<file path="config.mk">
export PLATFORM = sky130hd
export DESIGN_NAME = traffic_light_monitor
export DESIGN_NICKNAME = d
export VERILOG_FILES = /design/src/rtl/traffic_light_monitor.sv
export SDC_FILE = /design/constraint.sdc
export NUM_CORES = 1
export LEC_CHECK = 0
export BUFFER_PORTS_ARGS = -buffer_cell sky130_fd_sc_hd__buf_2
export CAP_MARGIN = 20
export CORE_UTILIZATION = 59
export CTS_CLUSTER_DIAMETER = 60
export CTS_CLUSTER_SIZE = 14
export DETAILED_ROUTE_END_ITERATION = 6
export PLACE_DENSITY = 0.92
export SLEW_MARGIN = 40
export SYNTH_ARGS = -nofsm -noshare
export SYNTH_HDL_FRONTEND = slang
export SYNTH_SLANG_ARGS = --single-unit
</file>
<file path="constraint.sdc">
create_clock -name clk -period 3.8 [get_ports clk]
set_input_delay 0.38 -clock clk [delete_from_list [all_inputs] [get_ports clk]]
set_output_delay 0.38 -clock clk [all_outputs]
set_load 0.005 [all_outputs]
</file>
<file path="src/rtl/traffic_light_monitor.sv">
// Passive checker for a red/yellow/green lamp interface: tracks the current phase,
// enforces one-hot lamps, R->G->Y->R order and per-phase dwell limits.
module traffic_light_monitor #(
  parameter int RED_MIN    = 4,
  parameter int RED_MAX    = 16,
  parameter int GREEN_MIN  = 4,
  parameter int GREEN_MAX  = 16,
  parameter int YELLOW_MIN = 2,
  parameter int YELLOW_MAX = 4,
  parameter int CNT_W      = 8
) (
  input  logic             clk,
  input  logic             reset,
  input  logic             enable,
  input  logic             red,
  input  logic             yellow,
  input  logic             green,
  input  logic             fault_clr,
  output logic [1:0]       phase,
  output logic [CNT_W-1:0] dwell,
  output logic             fault,
  output logic [2:0]       fault_code,
  output logic [7:0]       err_count,
  output logic [7:0]       cycles_done
);

  typedef enum logic [1:0] {SYNC = 2'd0, RED = 2'd1, GREEN = 2'd2, YELLOW = 2'd3} phase_t;

  localparam logic [2:0] C_NONE  = 3'd0;
  localparam logic [2:0] C_ONEHOT = 3'd1;
  localparam logic [2:0] C_ORDER = 3'd2;
  localparam logic [2:0] C_SHORT = 3'd3;
  localparam logic [2:0] C_LONG  = 3'd4;

  phase_t           state_q, state_d;
  logic [CNT_W-1:0] dwell_q, dwell_d;
  logic             fault_q, fault_d;
  logic [2:0]       code_q, code_d;
  logic [7:0]       err_q, err_d;
  logic [7:0]       cyc_q, cyc_d;
  logic             partial_q, partial_d;
  logic             long_q, long_d;
  // Set while disabled so the first enabled sample re-enters SYNC.
  logic             resync_q, resync_d;

  logic [2:0]       pat;
  logic             one_hot;
  phase_t           pat_ph, succ;
  logic [CNT_W-1:0] cur_min, cur_max;
  logic [2:0]       code_now;

  always_ff @(posedge clk or posedge reset) begin
    if (reset) begin
      state_q   <= SYNC;
      dwell_q   <= '0;
      fault_q   <= 1'b0;
      code_q    <= C_NONE;
      err_q     <= 8'd0;
      cyc_q     <= 8'd0;
      partial_q <= 1'b1;
      long_q    <= 1'b0;
      resync_q  <= 1'b0;
    end else begin
      state_q   <= state_d;
      dwell_q   <= dwell_d;
      fault_q   <= fault_d;
      code_q    <= code_d;
      err_q     <= err_d;
      cyc_q     <= cyc_d;
      partial_q <= partial_d;
      long_q    <= long_d;
      resync_q  <= resync_d;
    end
  end

  always_comb begin
    state_d   = state_q;
    dwell_d   = dwell_q;
    fault_d   = fault_q;
    code_d    = code_q;
    err_d     = err_q;
    cyc_d     = cyc_q;
    partial_d = partial_q;
    long_d    = long_q;
    resync_d  = resync_q;
    code_now  = C_NONE;

    pat     = {red, yellow, green};
    one_hot = 1'b1;
    case (pat)
      3'b100:  pat_ph = RED;
      3'b010:  pat_ph = YELLOW;
      3'b001:  pat_ph = GREEN;
      default: begin pat_ph = SYNC; one_hot = 1'b0; end
    endcase

    case (state_q)
      RED:     begin succ = GREEN;  cur_min = CNT_W'(RED_MIN);    cur_max = CNT_W'(RED_MAX);    end
      GREEN:   begin succ = YELLOW; cur_min = CNT_W'(GREEN_MIN);  cur_max = CNT_W'(GREEN_MAX);  end
      YELLOW:  begin succ = RED;    cur_min = CNT_W'(YELLOW_MIN); cur_max = CNT_W'(YELLOW_MAX); end
      default: begin succ = SYNC;   cur_min = '0;                 cur_max = '0;                 end
    endcase

    if (!enable) begin
      resync_d = 1'b1;
    end else begin
      if (resync_q) begin
        state_d   = SYNC;
        dwell_d   = '0;
        partial_d = 1'b1;
        long_d    = 1'b0;
        resync_d  = 1'b0;
      end else if (state_q == SYNC) begin
        if (one_hot) begin
          state_d   = pat_ph;
          dwell_d   = CNT_W'(1);
          partial_d = 1'b1;
          long_d    = 1'b0;
        end
      end else if (!one_hot) begin
        code_now  = C_ONEHOT;
        state_d   = SYNC;
        dwell_d   = '0;
        partial_d = 1'b1;
        long_d    = 1'b0;
      end else if (pat_ph == state_q) begin
        if (dwell_q != '1) dwell_d = dwell_q + CNT_W'(1);
        if (dwell_q == cur_max && !long_q) begin
          code_now = C_LONG;
          long_d   = 1'b1;
        end
      end else if (pat_ph == succ) begin
        // A phase entered mid-way (partial) has an unknown true length, so skip the short check.
        if (!partial_q && dwell_q < cur_min) code_now = C_SHORT;
        state_d   = pat_ph;
        dwell_d   = CNT_W'(1);
        partial_d = 1'b0;
        long_d    = 1'b0;
        if (state_q == YELLOW) cyc_d = cyc_q + 8'd1;
      end else begin
        code_now  = C_ORDER;
        state_d   = pat_ph;
        dwell_d   = CNT_W'(1);
        partial_d = 1'b1;
        long_d    = 1'b0;
      end

      if (fault_clr) begin
        fault_d = 1'b0;
        code_d  = C_NONE;
      end
      if (code_now != C_NONE) begin
        fault_d = 1'b1;
        if (!fault_q || fault_clr) code_d = code_now;
        if (err_q != 8'hff) err_d = err_q + 8'd1;
      end
    end
  end

  assign phase       = state_q;
  assign dwell       = dwell_q;
  assign fault       = fault_q;
  assign fault_code  = code_q;
  assign err_count   = err_q;
  assign cycles_done = cyc_q;

endmodule
</file>
==> results of run 1 <==
[registers in the layout, summed over array words and instances, names as in the netlist]
name	count
cycles_done	8
dwell	8
err_count	8
fault_code	3
phase	2
fault	1
long_q	1
partial_q	1
resync_q	1
[worst max-delay path: cells and delay by family, from the launching register on]
| family | cells | cell delay (ns) |
|---|---|---|
| flops | 1 | 0.50 |
| mux | 1 | 0.38 |
| simple gates | 3 | 1.28 |
| compound gates | 2 | 0.52 |
[cells by family after synthesis]
logic type                 Yosys count
AOI/OAI and AO/OA                   32
xor gates and xnor gates            22
adders and majority gates            8
buffers and inverters               14
DFF                                 33
muxes                                3
and+or+nand+nor                     74
[cells in the final DEF, fill, tap and decap left out, types with 2 or more instances in the layout]
master / instances
and3_1: 8
buf_2: 36
o21bai_1: 3
dfrtp_1: 32
and4_1: 3
nand3_1: 6
clkinv_2: 2
mux2_2: 2
ha_1: 8
or3_1: 2
clkbuf_4: 5
o41ai_1: 3
inv_1: 10
nand4b_1: 2
xnor2_1: 15
a21oi_1: 5
nor3_1: 4
buf_4: 2
nor2_1: 11
a31oi_1: 4
o21ai_0: 7
or4_1: 3
xor2_1: 7
nand2_1: 17
nand4_1: 12
[routing by layer]
metal  wire, um  part of all wire [%]  up-vias
met4         42                   1.1        0
met5          0                     0        -
met1       1600                    43      785
li1           -                     -      766
met3        225                   6.0        6
met2       1890                    50       55
[final cells by class]
type,count,area share (%)
repair buffers,39,9.55
flip-flops and latches,33,38.5
clock inverters,2,0.466
well taps,44,2.56
multi-input cells,139,45.3
inverters,10,1.75
clock buffers,6,1.92
[power by group through the flow]
stage               Sequential, mW  Combinational, mW  Clock, mW
global placement             0.422              0.151          0
detailed placement           0.424              0.157          0
CTS                          0.419              0.161      0.187
global route                 0.426              0.181      0.205
floorplan                    0.420              0.102          0
finish                       0.419              0.160      0.184
[path summary, 6_finish.rpt]
| path | slack (ns) | cells past startpoint | end | startpoint |
|---|---|---|---|---|
| hold reg to reg | 0.49 | 1 | err_count[6] | err_count[6] |
| setup reg to reg | 1.01 | 6 | err_count[1] | phase[0] |
| hold / removal | 0.32 | 3 | fault | enable |
| setup / recovery | 1.01 | 6 | err_count[1] | phase[0] |
| min in group asynchronous | 0.51 | 3 | cycles_done[3] | reset |
| max in group asynchronous | 2.62 | 4 | partial_q | reset |
[stage by stage]
step                      setup WS [ns]  util (%)  total power, mW  instance area (um^2)  hold WS (ns)
after global routing              0.834      71.0            0.812                  2150         0.331
after detailed placement          0.958      68.9            0.581                  2090         0.319
after CTS                          1.01      71.0            0.768                  2150         0.322
after floorplan                    1.16         -            0.522                  1870         0.441
final                              1.01      71.0            0.763                  2150         0.323
after global placement             1.03      68.9            0.573                  2090         0.318
[what timing repair did]
| item | 4_1_cts | 5_1_grt |
|---|---|---|
| endpoints found under the hold margin | 6 | 0 |
| hold buffers | 1 | 0 |
| resized for setup | 0 | 0 |
==> impl_results.md, run 1 <==
* Synth-to-Final Area Change at 14.8%
* HPWL Detailed at 2700 um
* Post-Syn Nets at 201
* M1 GR Usage at 31.7%
* Post-Syn Instances at 186
* CTS H-tree depth at 2
* Cell Pwr Density at 355 nW/um^2
* Arrival @ worst endpoint at 3.00 ns
* CTS sink cnt at 33
* Post-Syn Area at 1870 um^2
* Setup TNS at 0 ns
* Number of synthesized flops with an enable pin at 0
* Seq/Total Area, Yosys at 44.2%
* Met2 Resource Use GR at 42.0%
* List of most frequent post-synthesis cells: 32 x dfrtp_1, 17 x nand2_1, 15 x xnor2_1
* Routing usage on met3 at 5.93%
* Layer with the highest usage: met2
* Crit path time final at 2.79 ns
* Cell accounting for the most synthesized area: dfrtp_1
* Comb pwr share at 21.0%
* Post-CTS Repair Setup Buffers at 0
* Clock transition at the registers of the reported paths at 0.10 ns
* Antenna-violating nets left at 0
* Crit-path slowest cell: or4_1
* Max FO, Critical Path at 8
* Number of antenna violations at the first check in global routing at 0
* Status: complete, no violations
* Final setup skew at 0.00669 ns
* Non-filler cells, final at 273
* 1st-pass router iterations at 4
* Leak at 1.08 nW
* Die Area at 3400 um^2
* Switch Pwr at 0.241 mW
* Worst setup SP type: flip-flop
* Gr ovfl total at 0
* Largest net degree at the start of global routing at 28
* CP endpoint kind: flip-flop
* Synth Register Bits at 33
* Register area at 827 um^2
* DRC at 0
* Inst Count DP at 264
* Max-cap violations at 0
* Fin. Hold Viols at 0
* Drt wl/cell at 13.8 um
* Post-synthesis compound-gate area fraction at 12.6%
* Final GP Congestion at 0.858
* Largest family of logic cells by synthesized area: simple AND/OR/NAND/NOR gates
* Die Ht at 58.3 um
* Synth warn at 0
* Flop pwr share at 54.9%
* Max incr delay on CP at 0.66 ns
* DRT iter0 DRCs at 75
* Mux cell area share after synthesis at 1.80%
* Worst slew pin tran at 0.807 ns
* Initial Util at 61.8%
* Netlist cell types at 42
* Max clock buf depth at 2
* DR vias/cell at 5.90
* IO buf count at 36
* Final setup vio count at 0
* Vias in the first global route at 1438
* Adder-Cell Fraction of Synth Area at 5.35%
* Skew-Pair Late Insertion Delay at 0.33 ns
* Core area at 3030 um^2
* First-pass GRT wire length at 6390 um
* Fraction of layout cells with a size suffix above 1 at 23.1%
* Crit path kind: flip-flop to flip-flop
* FFs w/ async S/R, synth at 100%
* RSZ-0062 raised after global routing: false
* Clock root buffer: clkbuf_4
* Avg Cell Area, Syn at 10.1 um^2
* XOR/XNOR Fraction of Synth Area at 10.3%
* Multi-input gate area at 972 um^2
* Max-Slew Margin vs Limit at 45.8%
* Fin nets at 243
* Switching part of the total at 31.6%
* Final WL at 3760 um
* WP data required at 4.01 ns
* Post-synth top area share at 42.8%
* CTS tree: yes
* CTS buffer count at 5
* Simple-gate share of the synthesized area at 21.9%
* Max Clk Rate at 0.358 GHz
* CP cell instances: or4bb_1, a31oi_1, nor2_1, or4_1, a31oi_4, mux2_1
* Pint at 0.522 mW
* Filler Cell Count at 231
* Clk pwr share at 24.1%
* Slew Viols, Final at 0
* Width of the chip at 58.3 um
* Final Cycle Share at 73.4%
* Top-count cell post-synth: dfrtp_1
* Top FF cell, synth: dfrtp_1
* Io pins at 37
* Global Route Usage Sum at 24.8%
* Synth area leaders: dfrtp_1 43%, xnor2_1 7.0%, ha_1 5.3%
* Row cnt at 20
* Vias at 1612
* Min-delay worst type: input port to flip-flop
* VDD IR max at 0.257 mV
* Antenna cells at 0
Note: power is estimated with default switching activity, not from simulation.
==> inputs of run 2 (changes only) <==
--- a/config.mk
+++ b/config.mk
@@ -7,11 +7,11 @@
 export LEC_CHECK = 0
 export BUFFER_PORTS_ARGS = -buffer_cell sky130_fd_sc_hd__buf_2
 export CAP_MARGIN = 20
-export CORE_UTILIZATION = 59
+export CORE_UTILIZATION = 54
 export CTS_CLUSTER_DIAMETER = 60
 export CTS_CLUSTER_SIZE = 14
 export DETAILED_ROUTE_END_ITERATION = 6
-export PLACE_DENSITY = 0.92
+export PLACE_DENSITY = 0.85
 export SLEW_MARGIN = 40
 export SYNTH_ARGS = -nofsm -noshare
 export SYNTH_HDL_FRONTEND = slang
==> constraint.sdc (replaced) <==
create_clock -name clk -period 2.7 [get_ports clk]
set_input_delay 0.27 -clock clk [delete_from_list [all_inputs] [get_ports clk]]
set_output_delay 0.27 -clock clk [all_outputs]
set_load 0.005 [all_outputs]
==> impl_results.md, run 2 (synthesis results as in run 1) <==
* Fraction of layout cells with a size suffix above 1 at 26.9% (+3.8 points)
* CTS H-tree depth at 2 (unchanged)
* DR vias/cell at 5.54 (-6.3%)
* Drt wl/cell at 13.0 um (-5.4%)
* Io pins at 37 (unchanged)
* IO buf count at 36 (unchanged)
* Clock transition at the registers of the reported paths at 0.10 ns (about the same)
* Filler Cell Count at 292 (+26%)
* Row cnt at 21 (+5.0%)
* Setup WS post-layout at 0.105 ns (-0.904 ns)
* Max FO, Critical Path at 10 (+2)
* Most common cell after layout, fill and taps aside: buf_2
* CP endpoint kind: flip-flop
* Worst slew pin tran at 0.765 ns (-0.0420 ns)
* Util after Layout at 66.3% (-4.7 points)
* Gr ovfl total at 0 (unchanged)
* Width of the chip at 60.9 um (+4.4%)
* HPWL Detailed at 2730 um (+1.1%)
* 1st-pass router iterations at 4 (unchanged)
* Core area at 3340 um^2 (+10%)
* Crit path time final at 2.60 ns (-0.196 ns)
* Final Instance Area at 2210 um^2 (+3.0%)
* Vias at 1550 (-3.8%)
* DRC at 0 (unchanged)
* Fin nets at 248 (+2.1%)
* Final Cycle Share at 96.1% (+23 points)
* Final GP Congestion at 0.866 (+0.89%)
* Arrival @ worst endpoint at 2.81 ns (-0.19 ns)
* Dpl cell area at 2130 um^2 (+2.3%)
* DRT iter0 DRCs at 52 (-31%)
* Final WL at 3650 um (-2.9%)
* Leak at 1.12 nW (+3.1%)
* Clock root buffer: clkbuf_4
* Max-cap violations at 0 (unchanged)
* First-pass GRT wire length at 5870 um (-8.2%)
* Worst setup SP type: flip-flop
* Max-Slew Margin vs Limit at 48.6% (+2.8 points)
* Status: complete, no violations
* Number of antenna violations at the first check in global routing at 0 (unchanged)
* Die Area at 3710 um^2 (+8.9%)
* Skew-Pair Late Insertion Delay at 0.33 ns (about the same)
* Final setup skew at 0.00672 ns (+0.0000256 ns)
* Max Clk Rate at 0.385 GHz (+7.5%)
* Antenna cells at 0 (unchanged)
* Initial Util at 56.1% (-5.7 points)
* Antenna-violating nets left at 0 (unchanged)
* CTS Hold Bufs at 0 (-1)
* Hold slack at 0.0256 ns (-0.298 ns)
* Min-delay worst type: input port to asynchronous set/reset pin
* Largest net degree at the start of global routing at 19 (-32%)
* Cell Pwr Density at 511 nW/um^2 (+44%)
* Post-CTS Repair Setup Buffers at 0 (unchanged)
* Die Ht at 60.9 um (+4.4%)
* Slew Viols, Final at 0 (unchanged)
* CTS tree: yes
* Final setup vio count at 0 (unchanged)
* Synth-to-Final Area Change at 18.2%
* CTS buffer count at 5 (unchanged)
* Vias in the first global route at 1386 (-3.6%)
* Global Route Usage Sum at 21.8% (-2.9 points)
* WP data required at 2.92 ns (-1.09 ns)
* Place WS at 0.0562 ns (-0.902 ns)
* Crit path kind: flip-flop to flip-flop
* VDD IR max at 0.278 mV (+7.9%)
* Max clock buf depth at 2 (unchanged)
* Fin. Hold Viols at 0 (unchanged)
* Most frequent cells in the layout: 36 x buf_2, 30 x dfrtp_1, 17 x nand2_1, 15 x xnor2_1, 12 x nand4_1
* CTS sink cnt at 33 (unchanged)
==> run 2: cell count changes in the layout (fill, tap and decap cells not counted), moves of 2 or more <==
cell / delta
buf_4: +6
clkbuf_8: +2
dfrtp_1: -2
dfrtp_2: +2
==> run 2: metal layers <==
layer / up-vias / wire length [um] / share of wire (%) / track usage [%]
met3: 4 / 160 / 4.4 / 6.18
li1: 775 / - / - / -
met2: 34 / 1760 / 48 / 35.3
met5: - / 0 / 0 / 0
met1: 737 / 1680 / 46 / 27.6
met4: 0 / 44 / 1.2 / 8.77
==> run 2: final cells by class <==
type | count | area (um^2) | area share [%]
Tap cell | 46 | 57.6 | 2.60
Multi-Input combinational cell | 139 | 977 | 44.2
Sequential cell | 33 | 830 | 37.5
Timing Repair Buffer | 44 | 240 | 10.9
Clock buffer | 7 | 65.1 | 2.94
Clock inverter | 1 | 5.00 | 0.226
Inverter | 10 | 37.5 | 1.70
==> run 2: stage by stage <==
stage | setup TNS (ns) | std cells | total power [mW]
finish | 0 | 280 | 1.13
global route | -0.0119 | 280 | 1.21
detailed placement | 0 | 272 | 0.828
floorplan | 0 | 186 | 0.735
CTS | 0 | 280 | 1.14
global placement | 0 | 272 | 0.818
==> run 2: final timing paths <==
check / from / slack [ns] / to / depth (start not counted)
min: reset / 0.03 / cycles_done[7] / 2
min in group clk: enable / 0.22 / fault / 3
max: phase[1] / 0.10 / err_count[1] / 6
max in group asynchronous: reset / 1.94 / partial_q / 3
max reg2reg: phase[1] / 0.10 / err_count[1] / 6
min reg2reg: cycles_done[7] / 0.47 / cycles_done[7] / 1
==> run 2: worst max-delay path, cell delays in order (launching register included) <==
cell	delay, ns
dfrtp_2	0.48
or4bb_1	0.49
a31oi_1	0.17
nor2_1	0.09
or4_1	0.60
a31oi_4	0.28
mux2_1	0.36
==> run 2: report_power, final <==
part,switching [mW],internal (mW),total [mW]
sequential,0.0497,0.536,0.585
combinational,0.125,0.110,0.235
clock,0.160,0.151,0.311
total,0.335,0.796,1.13
==> run 2: timing repair <==
action / in CTS / in global routing
endpoints found under the hold margin: 0 / 0
gates resized for setup: 0 / 3
setup endpoints to repair: 0 / 7
==> inputs of run 3 (changes only) <==
==> constraint.sdc (replaced) <==
create_clock -name clk -period 2.7 [get_ports clk]
set_input_delay 0.405 -clock clk [delete_from_list [all_inputs] [get_ports clk]]
set_output_delay 0.405 -clock clk [all_outputs]
set_load 0.005 [all_outputs]
==> impl_results.md, run 3 (synthesis results as in run 1) <==
* Max-Slew Margin vs Limit at 64.6% (+16 points)
* Status: complete, no violations
* Arrival @ worst endpoint at 2.83 ns (+0.02 ns)
* First-pass GRT wire length at 6220 um (+6.0%)
* Most frequent cells in the layout: 36 x buf_2, 30 x dfrtp_1, 17 x nand2_1, 17 x buf_4, 15 x xnor2_1
* Antenna-violating nets left at 0 (unchanged)
* Crit-path slowest cell: or4_1
* HPWL Detailed at 2850 um (+4.2%)
* CP cell instances: or4_1, a31oi_1, nor2_1, or4_1, a31oi_4, mux2_1
* Met2 Resource Use GR at 36.4% (+1.1 points)
* Crit path capture: err_count[1]
* VDD IR max at 0.262 mV (-5.7%)
* Core area at 3340 um^2 (unchanged)
* Max Clk Rate at 0.383 GHz (-0.54%)
* Synth-to-Final Area Change at 20.7%
* Global Route Usage Sum at 23.1% (+1.3 points)
* Initial Util at 56.1% (unchanged)
* Worst reg2reg endpoint: err_count[1]
* CTS tree: yes
* Largest net degree at the start of global routing at 34 (+15)
* Min-delay worst type: input port to asynchronous set/reset pin
* DRC at 0 (unchanged)
* CP startpoint: phase[0]
* Vias at 1632 (+5.3%)
* CTS H-tree depth at 2 (unchanged)
* Antenna cells at 0 (unchanged)
* CTS sink cnt at 33 (unchanged)
* Row cnt at 21 (unchanged)
* CTS Hold Bufs at 0 (unchanged)
* Io pins at 37 (unchanged)
* Die Ht at 60.9 um (unchanged)
* Max-cap violations at 0 (unchanged)
* Vias in the first global route at 1424 (+2.7%)
* Clock transition at the registers of the reported paths at 0.10 ns (about the same)
* Max incr delay on CP at 0.60 ns (about the same)
* Slew Viols, Final at 0 (unchanged)
* Filler Cell Count at 280 (-4.1%)
* Drt wl/cell at 13.5 um (+3.8%)
* R2R Setup Slk at 0.09 ns (about the same)
* M1 GR Usage at 29.0% (+1.5 points)
* Cell Pwr Density at 489 nW/um^2 (-4.3%)
* Reg-to-Reg Start: phase[0]
* Number of antenna violations at the first check in global routing at 0 (unchanged)
* Fin nets at 257 (+3.6%)
* Worst slew pin tran at 0.527 ns (-0.238 ns)
* Width of the chip at 60.9 um (unchanged)
* Setup TNS at 0 ns (unchanged)
* CP bufs+invs at 0 (unchanged)
* Most common cell after layout, fill and taps aside: buf_2
* Max clock buf depth at 2 (unchanged)
* Final setup vio count at 0 (unchanged)
* Gr ovfl total at 0 (unchanged)
* 1st-pass router iterations at 4 (unchanged)
* Routing usage on met3 at 7.46% (+1.3 points)
* WP data required at 2.92 ns (about the same)
* IO buf count at 36 (unchanged)
* Multi-input gate area at 975 um^2 (-0.26%)
* Worst reg2reg path depth at 6 (unchanged)
* Die Area at 3710 um^2 (unchanged)
* Fraction of layout cells with a size suffix above 1 at 29.2% (+2.3 points)
* Crit path kind: flip-flop to flip-flop
* Register area at 830 um^2 (unchanged)
* Leak at 1.15 nW (+2.7%)
* CP dominant cell by count: or4_1
* Final Cycle Share at 96.6% (+0.52 points)
* DRT iter0 DRCs at 88 (+69%)
* Clock root buffer: clkbuf_4
* Final WL at 3910 um (+7.1%)
* Top Family by Delay on Critical Path: simple AND/OR/NAND/NOR gates
* CP endpoint kind: flip-flop
* CTS buffer count at 5 (unchanged)
* Fin. Hold Viols at 0 (unchanged)
* Skew-Pair Late Insertion Delay at 0.33 ns (about the same)
* Worst setup SP type: flip-flop
* Layer with the highest usage: met2
* Final setup skew at 0.00392 ns (-0.00280 ns)
* Crit path depth at 6 (unchanged)
* Max FO, Critical Path at 8 (-2)
* DR vias/cell at 5.65 (+2.0%)
* Hold slack at 0.136 ns (+0.110 ns)
* Crit path time final at 2.61 ns (+0.0140 ns)
* Final GP Congestion at 0.902 (+4.2%)
[run 3: cell count changes in the layout (fill, tap and decap cells not counted), sizes merged]
cell    delta
buf        +9
clkbuf     -1
clkinv     +1
[run 3: power breakdown]
group | leakage, nW | total, mW | internal [mW] | switching [mW]
clock | 0.0320 | 0.263 | 0.0991 | 0.164
sequential | 0.443 | 0.586 | 0.536 | 0.0505
combinational | 0.674 | 0.256 | 0.124 | 0.132
[run 3: routing by layer]
metal / vias up / wire length (um)
met4: 0 / 65
met5: - / 0
met1: 775 / 1750
met3: 8 / 236
li1: 798 / -
met2: 51 / 1860
[run 3: final cells by class]
cell class / instances / area share [%]
multi-input cells: 139 / 43.2
flip-flops and latches: 33 / 36.7
inverters: 10 / 1.66
well taps: 46 / 2.55
clock buffers: 6 / 1.83
repair buffers: 53 / 13.6
clock inverters: 2 / 0.443
[run 3: worst min path at each step]
stage,start,end,slack [ns],cells past startpoint
floorplan,long_q,long_q,0.44,2
global placement,cycles_done[7],cycles_done[7],0.46,1
detailed placement,cycles_done[7],cycles_done[7],0.47,1
CTS,reset,err_count[0],0.14,3
global route,reset,cycles_done[5],0.17,3
finish,reset,err_count[2],0.14,3
[run 3: per-stage QoR]
step / instances / cell area (um^2) / setup slack [ns] / utilization [%] / power (mW)
2_1_floorplan: 186 / 1870 / 0.0352 / - / 0.735
3_3_place_gp: 277 / 2170 / 0.0378 / 65.1 / 0.827
3_5_place_dp: 277 / 2170 / -0.0109 / 65.1 / 0.839
4_1_cts: 285 / 2220 / 0.0632 / 66.6 / 1.10
5_1_grt: 289 / 2260 / -0.0217 / 67.7 / 1.19
6_report: 289 / 2260 / 0.0909 / 67.7 / 1.11
[run 3: timing repair]
| item | in CTS | in global routing |
|---|---|---|
| buffers inserted | 0 | 4 |
| endpoints found under the setup margin | 0 | 8 |
| resized for setup | 0 | 3 |
[run 3: worst reg2reg max path, cell delays in order (launching register included)]
cell     delay [ns]
dfrtp_2        0.46
or4_1          0.55
a31oi_1        0.17
nor2_1         0.09
or4_1          0.60
a31oi_4        0.28
mux2_1         0.36
